[src/rtl/output_shift_reg.sv]
// Output shift register for one PIO state machine: OUT shifts, PULL loads,
// autopull refill from the tx FIFO, threshold tracking and stall back-pressure.
module output_shift_reg #(
    parameter int DATA_W = 32
) (
    input  logic              clk,
    input  logic              rst,
    input  logic              shift_right,
    input  logic              autopull_en,
    input  logic [4:0]        pull_thresh,
    input  logic [DATA_W-1:0] fifo_data,
    input  logic              fifo_empty,
    output logic              fifo_pop,
    input  logic [DATA_W-1:0] x_in,
    input  logic              out_req,
    input  logic [4:0]        out_count,
    input  logic              pull_req,
    input  logic              pull_block,
    input  logic              pull_iffull,
    output logic              out_valid,
    output logic [DATA_W-1:0] out_data,
    output logic              stall,
    output logic              osr_empty,
    output logic [5:0]        shift_count
);

    typedef enum logic [1:0] {IDLE, OUT_WAIT, PULL_WAIT} state_t;

    state_t            state, nxt;
    logic [DATA_W-1:0] osr;
    logic [5:0]        thr, n;
    logic [6:0]        sum;
    logic [5:0]        count_sat;
    logic [DATA_W-1:0] mask, shr, shl, left_out;
    logic              need_refill, pop, load_fifo, load_x, do_out, stall_c;

    always_comb begin
        thr         = (pull_thresh == 5'd0) ? 6'd32 : {1'b0, pull_thresh};
        n           = (out_count == 5'd0) ? 6'd32 : {1'b0, out_count};
        osr_empty   = (shift_count >= thr);
        need_refill = autopull_en && osr_empty;

        pop       = 1'b0;
        load_fifo = 1'b0;
        load_x    = 1'b0;
        do_out    = 1'b0;
        stall_c   = 1'b0;
        nxt       = IDLE;

        // PULL wins over OUT; an iffull PULL below threshold is a completed no-op
        if (pull_req) begin
            if (pull_iffull && !osr_empty) begin
                pop = 1'b0;
            end else if (!fifo_empty) begin
                pop       = 1'b1;
                load_fifo = 1'b1;
            end else if (!pull_block) begin
                load_x = 1'b1;
            end else begin
                stall_c = 1'b1;
                nxt     = PULL_WAIT;
            end
        end else if (out_req) begin
            if (need_refill) begin
                stall_c = 1'b1;
                nxt     = OUT_WAIT;
                if (!fifo_empty) begin
                    pop       = 1'b1;
                    load_fifo = 1'b1;
                end
            end else begin
                do_out = 1'b1;
            end
        end else if (state == IDLE && need_refill && !fifo_empty) begin
            pop       = 1'b1;
            load_fifo = 1'b1;
        end

        // Reset must silence the strobes immediately, not at the next edge
        fifo_pop = pop && rst;
        stall    = stall_c && rst;

        mask      = (n == 6'd32) ? '1 : ((DATA_W'(1) << n) - DATA_W'(1));
        shr       = osr >> n;
        shl       = osr << n;
        left_out  = osr >> (6'd32 - n);
        sum       = {1'b0, shift_count} + {1'b0, n};
        count_sat = (sum > 7'd32) ? 6'd32 : sum[5:0];
    end

    always_ff @(posedge clk or negedge rst) begin
        if (!rst) begin
            state       <= IDLE;
            osr         <= '0;
            shift_count <= 6'd32;
            out_valid   <= 1'b0;
            out_data    <= '0;
        end else begin
            state     <= nxt;
            out_valid <= do_out;
            if (load_fifo) begin
                osr         <= fifo_data;
                shift_count <= 6'd0;
            end else if (load_x) begin
                osr         <= x_in;
                shift_count <= 6'd0;
            end else if (do_out) begin
                osr         <= shift_right ? shr : shl;
                out_data    <= shift_right ? (osr & mask) : left_out;
                shift_count <= count_sat;
            end
        end
    end

endmodule

[config.mk]
export PLATFORM = sky130hd
export DESIGN_NAME = output_shift_reg
export DESIGN_NICKNAME = d
export VERILOG_FILES = /design/src/rtl/output_shift_reg.sv
export SDC_FILE = /design/constraint.sdc
export NUM_CORES = 1
export LEC_CHECK = 0
export ABC_AREA = 1
export BUFFER_PORTS_ARGS = -buffer_cell sky130_fd_sc_hd__clkbuf_2
export CAP_MARGIN = 20
export CORE_MARGIN = 8
export CORE_UTILIZATION = 30
export DETAILED_ROUTE_END_ITERATION = 7
export GPL_TIMING_DRIVEN = 0
export HOLD_SLACK_MARGIN = 0.12
export SLEW_MARGIN = 20
export SYNTH_ARGS = -nofsm -noshare
export SYNTH_HDL_FRONTEND = slang
export SYNTH_SLANG_ARGS = --single-unit
[constraint.sdc]
create_clock -name clk -period 4.73 [get_ports clk]
set_input_delay 0.473 -clock clk [delete_from_list [all_inputs] [get_ports clk]]
set_output_delay 0.473 -clock clk [all_outputs]
set_load 0.02 [all_outputs]
==> results of run 1 <==
-- cell usage after synthesis (15+ instances only) --
library cell	instances	area, µm²
nor2_1	155	582
a21oi_1	59	295
buf_2	29	145
dfrtp_1	72	1800
inv_1	150	563
buf_1	24	90.1
o211ai_1	18	135
nand3_1	459	2300
o21ai_1	29	145
clkbuf_1	42	158
ha_1	17	213
nand2_1	673	2530
o21ai_0	57	285
inv_2	15	56.3
-- how the worst min path moves through the flow --
stage / to / from / slack (ns)
global placement: out_data[11]$_DFFE_PN0P_ / out_data[11]$_DFFE_PN0P_ / 0.46
CTS: state[0]$_DFF_PN0_ / pull_req / 0.31
global route: state[0]$_DFF_PN0_ / pull_req / 0.33
floorplan: osr[0]$_DFFE_PN0P_ / rst / 0.18
detailed placement: out_data[3]$_DFFE_PN0P_ / out_data[3]$_DFFE_PN0P_ / 0.47
finish: state[0]$_DFF_PN0_ / pull_req / 0.32
-- layout make-up --
type                            count  share of cell area
Buffer                            111              0.0450
Clock buffer                       10              0.0201
Clock inverter                      6             0.00820
Inverter                          169              0.0535
Multi-Input combinational cell   1579               0.617
Sequential cell                    73               0.154
Tap cell                          455              0.0478
Timing Repair Buffer              124              0.0547
-- cells by family (layout without fill, tap and decap cells) --
kind of cell | Yosys count | after routing | share of synthesized area
compound gates | 184 | 184 | 0.0979
fa+ha+maj | 17 | 17 | 0.0206
buf+inv | 280 | 420 | 0.113
simple gates | 1368 | 1368 | 0.583
flops | 73 | 73 | 0.177
xor+xnor | 10 | 10 | 0.00846
-- cells in the final DEF (no fill, tap or decap), drive strengths merged, types with 2 or more instances in the layout --
master / synthesis / layout
nand2: 687 / 687
nand3: 466 / 466
clkinv: 3 / 4
nand3b: 11 / 11
nor3: 5 / 5
xnor2: 4 / 4
o211ai: 19 / 19
clkbuf: 42 / 174
nor2: 175 / 175
a21oi: 61 / 61
inv: 166 / 169
and2: 7 / 7
or2: 5 / 5
buf: 69 / 70
o21ai: 86 / 86
xor2: 6 / 6
nand4: 11 / 11
ha: 17 / 17
bufinv: 0 / 2
dfrtp: 72 / 72
a31oi: 10 / 10
o21bai: 6 / 6
-- registers in the layout (all words and copies together), names as in the netlist --
register     cells
out_data        32
osr             32
state            2
shift_count      6
out_valid        1
-- power by group through the flow --
stage	Combinational (W)	Sequential (W)	Clock (W)
detailed placement	0.00302	0.00121	0
CTS	0.00304	0.00120	0.000827
global route	0.00338	0.00123	0.000845
finish	0.00311	0.00121	0.000811
floorplan	0.00178	0.00123	0
global placement	0.00302	0.00120	0
-- metrics by stage --
step                      cell area [µm²]  total power [W]  setup slack [ns]  cells
after floorplan                     10300          0.00300              2.16   1932
after global placement              11500          0.00422              1.01   2509
after detailed placement            11600          0.00423              1.06   2510
after CTS                           11900          0.00507              1.48   2527
after global routing                11900          0.00546              1.32   2527
final                               11900          0.00513              1.38   2527
-- routing by layer --
metal	wire length [µm]	up-vias	global-route usage
li1	-	6586	-
met1	24500	6674	0.365
met2	25800	785	0.434
met3	4740	145	0.0381
met4	3580	2	0.161
met5	11	-	0
-- worst max-delay path, stage by stage --
cell and delay (ns):
clkbuf_2 0.13, buf_2 0.31, buf_1 0.71, clkbuf_1 0.30
ha_1 0.29, inv_1 0.07, nor2_1 0.17, nand3_1 0.20
nand2_1 0.18, inv_1 0.09, nand2_4 0.13, xor2_1 0.21
nand3_1 0.12, nand3_1 0.14, nand2_1 0.06, nand2_1 0.06
==> flow_summary.ini, run 1 <==
[die]
fp.dieW_um = 202
pin_count = 125
start_util = 0.302
die_y_um = 202
num_rows = 68
die-area_um2 = 40700
core_um2 = 34300

[timing]
rsz0062_at_grt = no
fin_tns_setup_ns = 0
min_period_ns = 3.35
finalHoldViolCount = 0
slew_headroom = 0.368
worst_hold_slack_ns = 0.323
drv_slew = 0
setup_viol = 0
finalCritPeriodShare = 0.708
fin_skew_ns = 0.0145
fmax_mhz = 299
tightestPinTransition_ns = 0.949

[route]
drc = 0
routed_wl_um = 58600
drt_iter0_markers = 1565
routed_via_density = 5.62
post_drt_wl_per_cell_um = 23.2
drtAntennaViolNets = 0
first_pass_iters = 5
vias = 14200

[grt]
grt_max_degree = 50
grt-ovfl-total = 0
grtUsageTotal = 0.279
antenna_found_initial = 1
grt_pass1_wl_um = 85600
first_global_vias = 13300

[synthesis]
ys_warn_count = 0
syn-cell-area_um2 = 10300
ys_async_sr_fraction = 1.00
syn_inst = 1932
synth_edf_count = 0
yosysUniqueCellTypes = 41
synth_nets = 2032
synth-main-ff-cell = dfrtp_1
ys_ff_latch = 73
avgSynthCellArea_um2 = 5.36
ys_seq_area_frac = 0.177

[run_status]
status = complete, no violations

[clocking]
cts_hold_buf = 1
cts_buffers = 9
cts_resized = 0
clockRootBuffer = clkbuf_16
cts_tree = done
clk_pin_slew_ns = 0.07
cts_num_sinks = 73
cts_setup_buffers = 0
cts.path.max_buffers = 2
cts_htree_levels = 3
clk_latency_ns = 0.37

[power]
irDropWorstVdd_v = 0.000278
switching_share = 0.565
clkPwrFrac = 0.158
internal_power_w = 0.00223
p_sw_w = 0.00290
leakage_nw = 6.71
p_per_area_nw_per_um2 = 431
seqPwrFrac = 0.236
share_comb_of_total_power = 0.607

[setup_path]
timing.critical_path.from = out_count[2]
critPathMaxFanout = 10
cp-start-kind = input port
critical_path_class = input port to register
rrSetupSlack_ns = 1.63
endpoint = out_data[5]$_DFFE_PN0P_
critPathArrivalTime_ns = 3.65
cp-end-kind = register
reg2reg_from = shift_count[5]$_DFFE_PN1P_
r2r_cells = 11
required_ns = 5.03
reg2reg_to = osr[2]$_DFFE_PN0P_

[worst_hold_path]
hold_path_depth = 2
min_path_type = input port to register

[layout]
utilization = 0.347
insertedDiodeCount = 0
multi_input_area_um2 = 7350
fin_nets = 2167
regArea_um2 = 1830
syn2layout_area_growth_pct = 15.0
fillers = 3990
drive_gt1_frac = 0.120

[run]
max-cap-violations = 0

[placed_design]
dp_hpwl_um = 47800
port_buffers = 122
gp_congestion = 1.02
Note: power is estimated with default switching activity, not from simulation.
==> run 2, diff against run 1 <==
- clock period: 4.73 -> 3.5 ns (I/O delays scaled with it)
==> run 2 against run 1 <==
Routed wire length about the same. Clock-buffer cell count is the same. Sequential cell count stayed put. Critical path depth did not move. Worst setup slack got worse by 1.2 ns. Via count down 0.27%. Critical path type unchanged. Critical endpoint unchanged. Largest cell class unchanged. Largest power group unchanged.
==> flow_summary.ini, run 2 (synthesis gave the netlist of run 1 again) <==
[timing]
tightestPinTransition_ns = 0.936
fin_tns_setup_ns = 0
finalCritPeriodShare = 0.934
setup_viol = 0
rsz0062_at_grt = no
finalHoldViolCount = 0
min_period_ns = 3.27
worst_hold_slack_ns = 0.200
slew_headroom = 0.376
drv_slew = 0
finalWorstSetupSlack_ns = 0.229
fmax_mhz = 306
fin_skew_ns = 0.0161

[die]
start_util = 0.302
fp.dieW_um = 202
core_um2 = 34300
die-area_um2 = 40700
die_y_um = 202
num_rows = 68
pin_count = 125

[grt]
grt-ovfl-total = 0
antenna_found_initial = 1
grt_max_degree = 50
grtUsageTotal = 0.279
grt_pass1_wl_um = 85500
first_global_vias = 13300

[layout]
final_common_cell = nand2_1
final_area_um2 = 11900
insertedDiodeCount = 0
utilization = 0.347
fin_nets = 2167
final_cell_mix = nand2_1 (673), nand3_1 (459), nor2_1 (155)
top_regs = osr x32, out_data x32, shift_count x6
fillers = 3990
syn2layout_area_growth_pct = 15.0
multi_input_area_um2 = 7350
regArea_um2 = 1830
drive_gt1_frac = 0.120

[clocking]
clockRootBuffer = clkbuf_16
cts_num_sinks = 73
cts.path.max_buffers = 2
clk_pin_slew_ns = 0.07
cts_htree_levels = 3
cts_tree = done
cts_buffers = 9
clk_latency_ns = 0.37
cts_resized = 0

[worst_hold_path]
hold_path_startpoint = pull_req
hold_path_depth = 2
hold_path_end = state[0]$_DFF_PN0_
min_path_type = input port to register

[route]
routed_wl_um = 58600
drtAntennaViolNets = 0
vias = 14200
drc = 0
routed_via_density = 5.60
post_drt_wl_per_cell_um = 23.2
drt_iter0_markers = 1522
first_pass_iters = 5

[power]
p_sw_w = 0.00392
irDropWorstVdd_v = 0.000375
p_per_area_nw_per_um2 = 583
seqPwrFrac = 0.235
internal_power_w = 0.00302
switching_share = 0.565
clkPwrFrac = 0.158
leakage_nw = 6.71
share_comb_of_total_power = 0.607

[setup_path]
critPathArrivalTime_ns = 3.57
rrSetupSlack_ns = 0.39
critical_path_class = input port to register
r2r_cells = 13
reg2reg_to = osr[28]$_DFFE_PN0P_
reg2reg_from = shift_count[5]$_DFFE_PN1P_
cp-end-kind = register
required_ns = 3.80
critPathMaxFanout = 10
cp-start-kind = input port

[placed_design]
port_buffers = 122
gp_congestion = 1.02
dp_hpwl_um = 47800
dpl_worst_slack_ns = -0.0423
postPlaceCellArea_um2 = 11600

[run_status]
status = complete, no violations

[run]
max-cap-violations = 0
## run 2: cell counts in the layout (fill, tap and decap cells not counted)
No cell type changed its count.
## run 2: per-stage QoR
step	cells	total power, W
finish	2527	0.00694
global route	2527	0.00737
CTS	2527	0.00685
detailed placement	2510	0.00572
global placement	2509	0.00571
floorplan	1932	0.00406
## run 2: final cells by class
type / count / share of cell area
sequential: 73 / 0.154
clock buffer: 10 / 0.0201
inverter: 169 / 0.0535
tap: 455 / 0.0478
multi-input combinational: 1579 / 0.617
clock inverter: 6 / 0.00820
timing repair buffer: 124 / 0.0547
buffer: 111 / 0.0450
## run 2: metal layers
layer  part of all wire  routed length [µm]  vias up  global-route usage
li1                   -                   -     6581                   -
met3              0.079                4660      134              0.0376
met1               0.42               24600     6685               0.365
met5            0.00019                  11        -                   0
met2               0.44               25800      752               0.434
met4              0.059                3470        2               0.161
## run 2: worst max-delay path by stage
stage / start / endpoint / cells after the start
2_1_floorplan: pull_thresh[2] / shift_count[1]$_DFFE_PN0P_ / 16
3_3_place_gp: out_count[2] / out_data[6]$_DFFE_PN0P_ / 16
3_5_place_dp: out_count[2] / out_data[6]$_DFFE_PN0P_ / 17
4_1_cts: out_count[2] / out_data[6]$_DFFE_PN0P_ / 16
5_1_grt: out_count[2] / out_data[6]$_DFFE_PN0P_ / 16
6_report: out_count[2] / out_data[5]$_DFFE_PN0P_ / 16
## run 2: worst max-delay path: stages
cell and delay, ns:
clkbuf_2 0.13, buf_2 0.31, buf_1 0.73, clkbuf_1 0.30
ha_1 0.29, inv_1 0.07, nor2_1 0.17, nand3_1 0.20
nand2_1 0.18, inv_1 0.09, nand2_4 0.13, xor2_1 0.21
nand3_1 0.13, nand3_1 0.14, nand2_1 0.06, nand2_1 0.06
## run 2: timing repair
action	in CTS	in global routing
buffers inserted	0	0
hold buffers	1	0
hold endpoints to repair	24	0
## run 2: power groups by stage
stage / logic, W / clock network, W / registers (W)
finish: 0.00421 / 0.00110 / 0.00163
global route: 0.00457 / 0.00114 / 0.00166
CTS: 0.00411 / 0.00112 / 0.00162
detailed placement: 0.00409 / 0 / 0.00163
global placement: 0.00409 / 0 / 0.00162
floorplan: 0.00240 / 0 / 0.00166
